[src/rtl/vectored_event_controller.sv]
// Vectored event controller: synchronises raw event requests, latches them as
// pending, and presents the most urgent serviceable one (highest index that is
// enabled and at or above the priority floor) until it is acknowledged.
module vectored_event_controller #(
    parameter int unsigned NUM_INPUTS = 6,
    parameter int unsigned DATA_WIDTH = 16
) (
    input  logic                  sysclk,
    input  logic                  sysreset,
    input  logic [NUM_INPUTS-1:0] event_signals,
    input  logic                  cfg_load,
    input  logic [1:0]            cfg_addr,
    input  logic [DATA_WIDTH-1:0] data_in,
    input  logic                  event_ack,
    output logic                  event_valid,
    output logic [DATA_WIDTH-1:0] priority_out,
    output logic [NUM_INPUTS-1:0] overrun
);

    localparam int unsigned EXT_W   = (NUM_INPUTS > DATA_WIDTH) ? NUM_INPUTS : DATA_WIDTH;
    localparam int unsigned FLOOR_W = 5;

    localparam logic [1:0] ADDR_MASK    = 2'd0;
    localparam logic [1:0] ADDR_EDGE    = 2'd1;
    localparam logic [1:0] ADDR_FLOOR   = 2'd2;
    localparam logic [1:0] ADDR_OVR_CLR = 2'd3;

    logic [NUM_INPUTS-1:0] ev_q;
    logic [NUM_INPUTS-1:0] ev_prev;
    logic [NUM_INPUTS-1:0] pending;
    logic [NUM_INPUTS-1:0] mask;
    logic [NUM_INPUTS-1:0] edge_mode;
    logic [FLOOR_W-1:0]    floor_lvl;

    logic [EXT_W-1:0]      data_ext;
    logic [NUM_INPUTS-1:0] cfg_bits;
    logic [FLOOR_W-1:0]    cfg_floor;
    logic                  unused_data_bits;

    logic [NUM_INPUTS-1:0] req;
    logic [NUM_INPUTS-1:0] arrival;
    logic [NUM_INPUTS-1:0] clr;
    logic [NUM_INPUTS-1:0] pending_nxt;
    logic [NUM_INPUTS-1:0] ovr_set;
    logic [NUM_INPUTS-1:0] ovr_w1c;
    logic [NUM_INPUTS-1:0] overrun_nxt;
    logic [NUM_INPUTS-1:0] svc;
    logic                  sel_valid;
    logic [FLOOR_W-1:0]    sel_idx;

    // Zero-extend write data so narrow DATA_WIDTH still yields a full event-wide field
    assign data_ext         = EXT_W'(data_in);
    assign cfg_bits         = data_ext[NUM_INPUTS-1:0];
    assign cfg_floor        = data_ext[FLOOR_W-1:0];
    assign unused_data_bits = ^data_ext;

    // Request decode, pending/overrun next state and most-urgent selection
    always_comb begin
        req         = '0;
        arrival     = '0;
        clr         = '0;
        pending_nxt = '0;
        ovr_set     = '0;
        ovr_w1c     = '0;
        overrun_nxt = '0;
        svc         = '0;
        sel_valid   = 1'b0;
        sel_idx     = '0;

        // Edge-mode bits only request on a rising sample; level bits request while high
        req     = ev_q & ~(edge_mode & ev_prev);
        // A fresh rising sample; a level input merely staying high is not a new arrival
        arrival = ev_q & ~ev_prev;

        for (int i = 0; i < int'(NUM_INPUTS); i++) begin
            clr[i] = event_ack && event_valid && (priority_out == DATA_WIDTH'(i));
        end

        // Set wins over a same-cycle clear
        pending_nxt = (pending & ~clr) | req;

        ovr_set = arrival & pending & ~clr;
        if (cfg_load && (cfg_addr == ADDR_OVR_CLR)) begin
            ovr_w1c = cfg_bits;
        end
        overrun_nxt = (overrun & ~ovr_w1c) | ovr_set;

        // Select from pending with this cycle's ack already removed so an acked
        // event is never presented twice; new arrivals follow one cycle later
        for (int i = 0; i < int'(NUM_INPUTS); i++) begin
            svc[i] = pending[i] && !clr[i] && mask[i] && (FLOOR_W'(i) >= floor_lvl);
            if (svc[i]) begin
                sel_valid = 1'b1;
                sel_idx   = FLOOR_W'(i);
            end
        end
    end

    // State, configuration and registered outputs
    always_ff @(posedge sysclk) begin
        if (sysreset) begin
            ev_q         <= '0;
            ev_prev      <= '0;
            pending      <= '0;
            overrun      <= '0;
            mask         <= '1;
            edge_mode    <= '0;
            floor_lvl    <= '0;
            event_valid  <= 1'b0;
            priority_out <= '0;
        end else begin
            ev_q         <= event_signals;
            ev_prev      <= ev_q;
            pending      <= pending_nxt;
            overrun      <= overrun_nxt;
            event_valid  <= sel_valid;
            priority_out <= sel_valid ? DATA_WIDTH'(sel_idx) : '0;
            if (cfg_load) begin
                case (cfg_addr)
                    ADDR_MASK:  mask      <= cfg_bits;
                    ADDR_EDGE:  edge_mode <= cfg_bits;
                    ADDR_FLOOR: floor_lvl <= cfg_floor;
                    default:    ;
                endcase
            end
        end
    end

endmodule

[config.mk]
export PLATFORM = sky130hd
export DESIGN_NAME = vectored_event_controller
export DESIGN_NICKNAME = d
export VERILOG_FILES = /design/src/rtl/vectored_event_controller.sv
export SDC_FILE = /design/constraint.sdc
export NUM_CORES = 1
export LEC_CHECK = 0
export BUFFER_PORTS_ARGS = -buffer_cell sky130_fd_sc_hd__clkbuf_2
export CAP_MARGIN = 20
export CORE_ASPECT_RATIO = 0.7
export CORE_UTILIZATION = 30
export DETAILED_ROUTE_END_ITERATION = 12
export PLACE_DENSITY = 0.55
export SYNTH_ARGS = -nofsm -noshare
export SYNTH_HDL_FRONTEND = slang
export SYNTH_SLANG_ARGS = --single-unit
export TNS_END_PERCENT = 50
[constraint.sdc]
create_clock -name sysclk -period 3.5 [get_ports sysclk]
set_input_delay 0.7 -clock sysclk [delete_from_list [all_inputs] [get_ports sysclk]]
set_output_delay 0.7 -clock sysclk [all_outputs]
set_load 0.02 [all_outputs]
### Word-level counts from Yosys, hierarchy flattened

Index checks and enable logic that the tools add are counted.

| cells by class | value |
|---|---|
| bitwise gates (word level) | 14 |
| equality and inequality tests | 8 |
| $lt $le $gt $ge | 6 |
| muxes and demuxes | 12 |
| reduce and logical (&&, ||, !) cells | 40 |

Operators with widths:

| kind | count |
|---|---|
| $and A6 B6 Y6 | 7 |
| $eq A16 B2 Y1 const B | 2 |
| $eq A16 B3 Y1 const B | 2 |
| $logic_and A1 B1 Y1 | 26 |
| $not A6 Y6 | 4 |
| $eq A16 B1 Y1 const B | 1 |
| $logic_not A16 Y1 | 1 |
| $mux W3 | 4 |
| $or A6 B6 Y6 | 2 |
| $ge A1 B5 Y1 const A | 2 |
| $ge A2 B5 Y1 const A | 2 |
| $ge A3 B5 Y1 const A | 2 |
| $mux W1 | 7 |
| $logic_not A1 Y1 | 6 |
| $mux W6 | 1 |
| $reduce_and A2 Y1 | 3 |
| $reduce_or A6 Y1 | 1 |
| $eq A2 B2 Y1 const B | 2 |
| $reduce_or A4 Y1 | 1 |
| $eq A2 B1 Y1 const B | 1 |
| $logic_not A2 Y1 | 1 |
| $reduce_or A2 Y1 | 1 |
| $not A1 Y1 | 1 |

| storage, ports and cells | value |
|---|---|
| output and inout bits | 23 |
| logic and storage cells | 92 |
| input port bits | 28 |
| flip-flop bits (word level) | 58 |

### Depth between registers and ports, before layout

| logic depth | value |
|---|---|
| word-level depth | 14 |
| gate-level depth with buffers | 5 |
| mapped depth without buffers | 4 |

### Worst setup path before layout

No wires, ideal clock.

| timing path | value |
|---|---|
| kind | input port to flip-flop |
| start point | input event_ack |
| end point | register priority_out[0] |
| required time | 3.367 ns |
| library setup time | 0.133 ns |
| path buffers | 0 |
| path slack | 1.922 ns |
| stages | 4 |
| arrival time | 1.445 ns |
| cells stage by stage | nand4b_1 o2111a_1 a311oi_1 a311oi_1 |

| on the way | value |
|---|---|
| cells in the longest elaborated chain, start to end | 14 |
| elaborated cells on any way between the ends | 44 |
| classes of those cells | 11 x mux; 1 x bitwise; 32 x reduce/logical |

Ends and longest elaborated chain:

| element | RTL line | source |
|---|---|---|
| from (decl) | 14 | `input logic event_ack,` |
| $logic_and A1 B1 Y1 (*) | 76 | `clr[i] = event_ack && event_valid && (priority_out == DATA_WIDTH'(i));` |
| $logic_and A1 B1 Y1 | 76 |  |
| $logic_not A1 Y1 | 91 | `svc[i] = pending[i] && !clr[i] && mask[i] && (FLOOR_W'(i) >= floor_lvl);` |
| $logic_and A1 B1 Y1 (3 in a row) | 91 |  |
| $mux W1 (6 in a row) | 92 | `if (svc[i]) begin` |
| $not A1 Y1 (no source line) | - |  |
| $reduce_or A2 Y1 (no source line) | - |  |
| to (signal assigned) | 117 | `priority_out <= sel_valid ? DATA_WIDTH'(sel_idx) : '0;` |
| to (decl) | 16 | `output logic [DATA_WIDTH-1:0] priority_out,` |

Mark *: on every way between the ends. The rest lies on a longest branch, timed or not.
A chain may end at the register's enable or synchronous reset.

### Worst setup path in the final report

| timing path | value |
|---|---|
| start point | register priority_out[0] |
| end point | output priority_out[0] |

No word-level cell between the ends.

==> reports/results.tsv <==
metric	value	unit
outcome	complete, no violations	
cts_buffer_depth	2	
hold_path.class	flop to flop	
start_util	31.7	%
hold_violations	0	
rsz0062_at_grt	false	
critPathSlowestCell	dfxtp_1	
clock_latency	290	ps
min_period	1790	ps
finalWeightedCongestion	0.769	
cts_hold_buf	0	
yosysTopAreaCellShare	48.6	%
port_buffers	27	
placed_cells	294	
fin_cells	302	
area_growth	13.2	%
drive_gt1_share	18.1	%
ant_nets	0	
synth.most_common_cell	dfxtp_1	
overflow	0	
routed_via_density	4.62	
slew_headroom	65.6	%
setup_tns	0	ps
path_clk_slew	80	ps
drt-total-wl	3850	um
grt_pass1_vias	1224	
p_clk_share	31.2	%
n_antenna_cell	0	
die_area	6500	um^2
tightest_slew	514	ps
register_area	901	um^2
synth_area_leaders	dfxtp_1 (49%), mux2i_1 (9.2%), buf_4 (5.7%), nand2_1 (5.7%), nor2_1 (3.6%)	
yosys_most_used_dff	dfxtp_1	
route.detailed.drc	0	
cp-end-kind	primary output	
ys_ff_latch	45	
critical_path_arrival	1090	ps
post-place-ws	1580	ps
antenna_found_initial	0	
rows	23	
first_pass_iters	4	
fin_skew	4.94	ps
post_cts_buffers	0	
p_leak	0.919	nW
grt_max_degree	21	
setup_viol	0	
cts_max_level	2	
path_max_fanout	10	
crit_chain	clkbuf_2	
worst-setup-path-type	flop to primary output	
power.switching	0.000270	W
ios	51	
multi_input_area	833	um^2
yosysWarnings	0	
ir_drop	0.215	mV
core-area	5840	um^2
slew_violations	0	
grt_pass1_wl	6120	um
fmax	0.558	GHz
fillerInstances	614	
die_w	95.9	um
p_comb_share	12.4	%
netlist_area	1850	um^2
synth_cells	198	
synthArstFlopShare	0	%
synthDistinctLibCells	34	
finalWorstSetupSlack	1710	ps
die_h	67.8	um
max_stage_delay	560	ps
wire_per_inst	12.7	um
power_density	472	nW/um^2
yosys-top-cells-count	dfxtp_1 (45), nand2_1 (28), nor2_1 (18)	
cts_tree	yes	
yosys.area.top_type	dfxtp_1	
pwr-share-seq	56.4	%
avgSynthCellArea	9.36	um^2
required	2800	ps
fin_total_pwr	0.000990	W
cts_sinks	45	
ys_seq_area_share	48.6	%
dp_hpwl	2830	um
placed_cell_area	2010	um^2
synth-edff-count	0	
start_kind	flop	
cts_resized	0	
vias	1396	
critical_path_buf_inv_count	1	
grtUsageTotal	12.9	%
cp_top_family	flip-flops	
cts_root_buf	clkbuf_8	
first_iter_violations	53	
drv_cap	0	
period_share	51.2	%
switching_share	27.2	%
nets	254	
stdcell_area	2100	um^2
intPower	0.000721	W
cts_buffers	5	
[path summary, 6_finish.rpt]
kind                                    from                          to  slack (ps)  depth (start not counted)
setup / recovery  priority_out[0]$_SDFF_PP0_             priority_out[0]        1710                          1
hold / removal            ev_q[3]$_SDFF_PP0_       ev_prev[3]$_SDFF_PP0_         450                          2
setup reg to reg  priority_out[1]$_SDFF_PP0_  priority_out[0]$_SDFF_PP0_        1970                          4
hold reg to reg           ev_q[3]$_SDFF_PP0_       ev_prev[3]$_SDFF_PP0_         450                          2
[sequential cells by signal, indices dropped and copies added, names as in the netlist, 3 cells and up]
name	cells
ev_prev	6
overrun	6
mask	6
floor_lvl	5
priority_out	3
ev_q	6
edge_mode	6
pending	6
[through the flow]
| stage | utilization (%) | hold slack [ps] |
|---|---|---|
| after CTS | 35.9 | 455 |
| after global placement | 34.4 | 437 |
| after global routing | 35.9 | 465 |
| final | 35.9 | 451 |
| after floorplan | - | 422 |
| after detailed placement | 34.4 | 441 |
[cell usage in the layout, fill, tap and decap left out, types with 5 or more instances in the layout]
master / instances
o21ai_0: 6
clkbuf_8: 5
conb_1: 13
inv_1: 8
nor2_1: 18
nor2b_1: 9
o41ai_1: 5
clkbuf_2: 27
dfxtp_1: 45
nand3_1: 6
nand2_1: 28
a21oi_1: 8
mux2i_1: 17
[routing by layer]
metal	up-vias	track usage, %	part of all wire (%)
met4	0	3.36	0.31
li1	719	-	-
met2	41	17.7	39
met5	-	0	0
met1	634	18.8	54
met3	2	4.50	6.7
[final cells by class]
type,instances,area share [%]
well taps,75,4.47
multi-input cells,136,39.7
clock inverters,3,0.835
flip-flops and latches,45,42.9
inverters,9,1.61
repair buffers,29,7.16
clock buffers,5,3.28
[power groups by stage]
stage	combinational [W]	sequential, W	clock, W
5_1_grt	0.000137	0.000563	0.000352
2_1_floorplan	0.0000908	0.000573	0
3_3_place_gp	0.000122	0.000571	0
3_5_place_dp	0.000123	0.000571	0
4_1_cts	0.000124	0.000559	0.000321
6_report	0.000123	0.000559	0.000309
[cell families after synthesis]
| family | share of synthesized area (%) |
|---|---|
| other | 0.202 |
| AOI/OAI and AO/OA | 13.3 |
| and+or+nand+nor | 19.9 |
| muxes | 9.18 |
| buffers and inverters | 8.84 |
| DFF | 48.6 |
(Power assumes the default switching activity.)
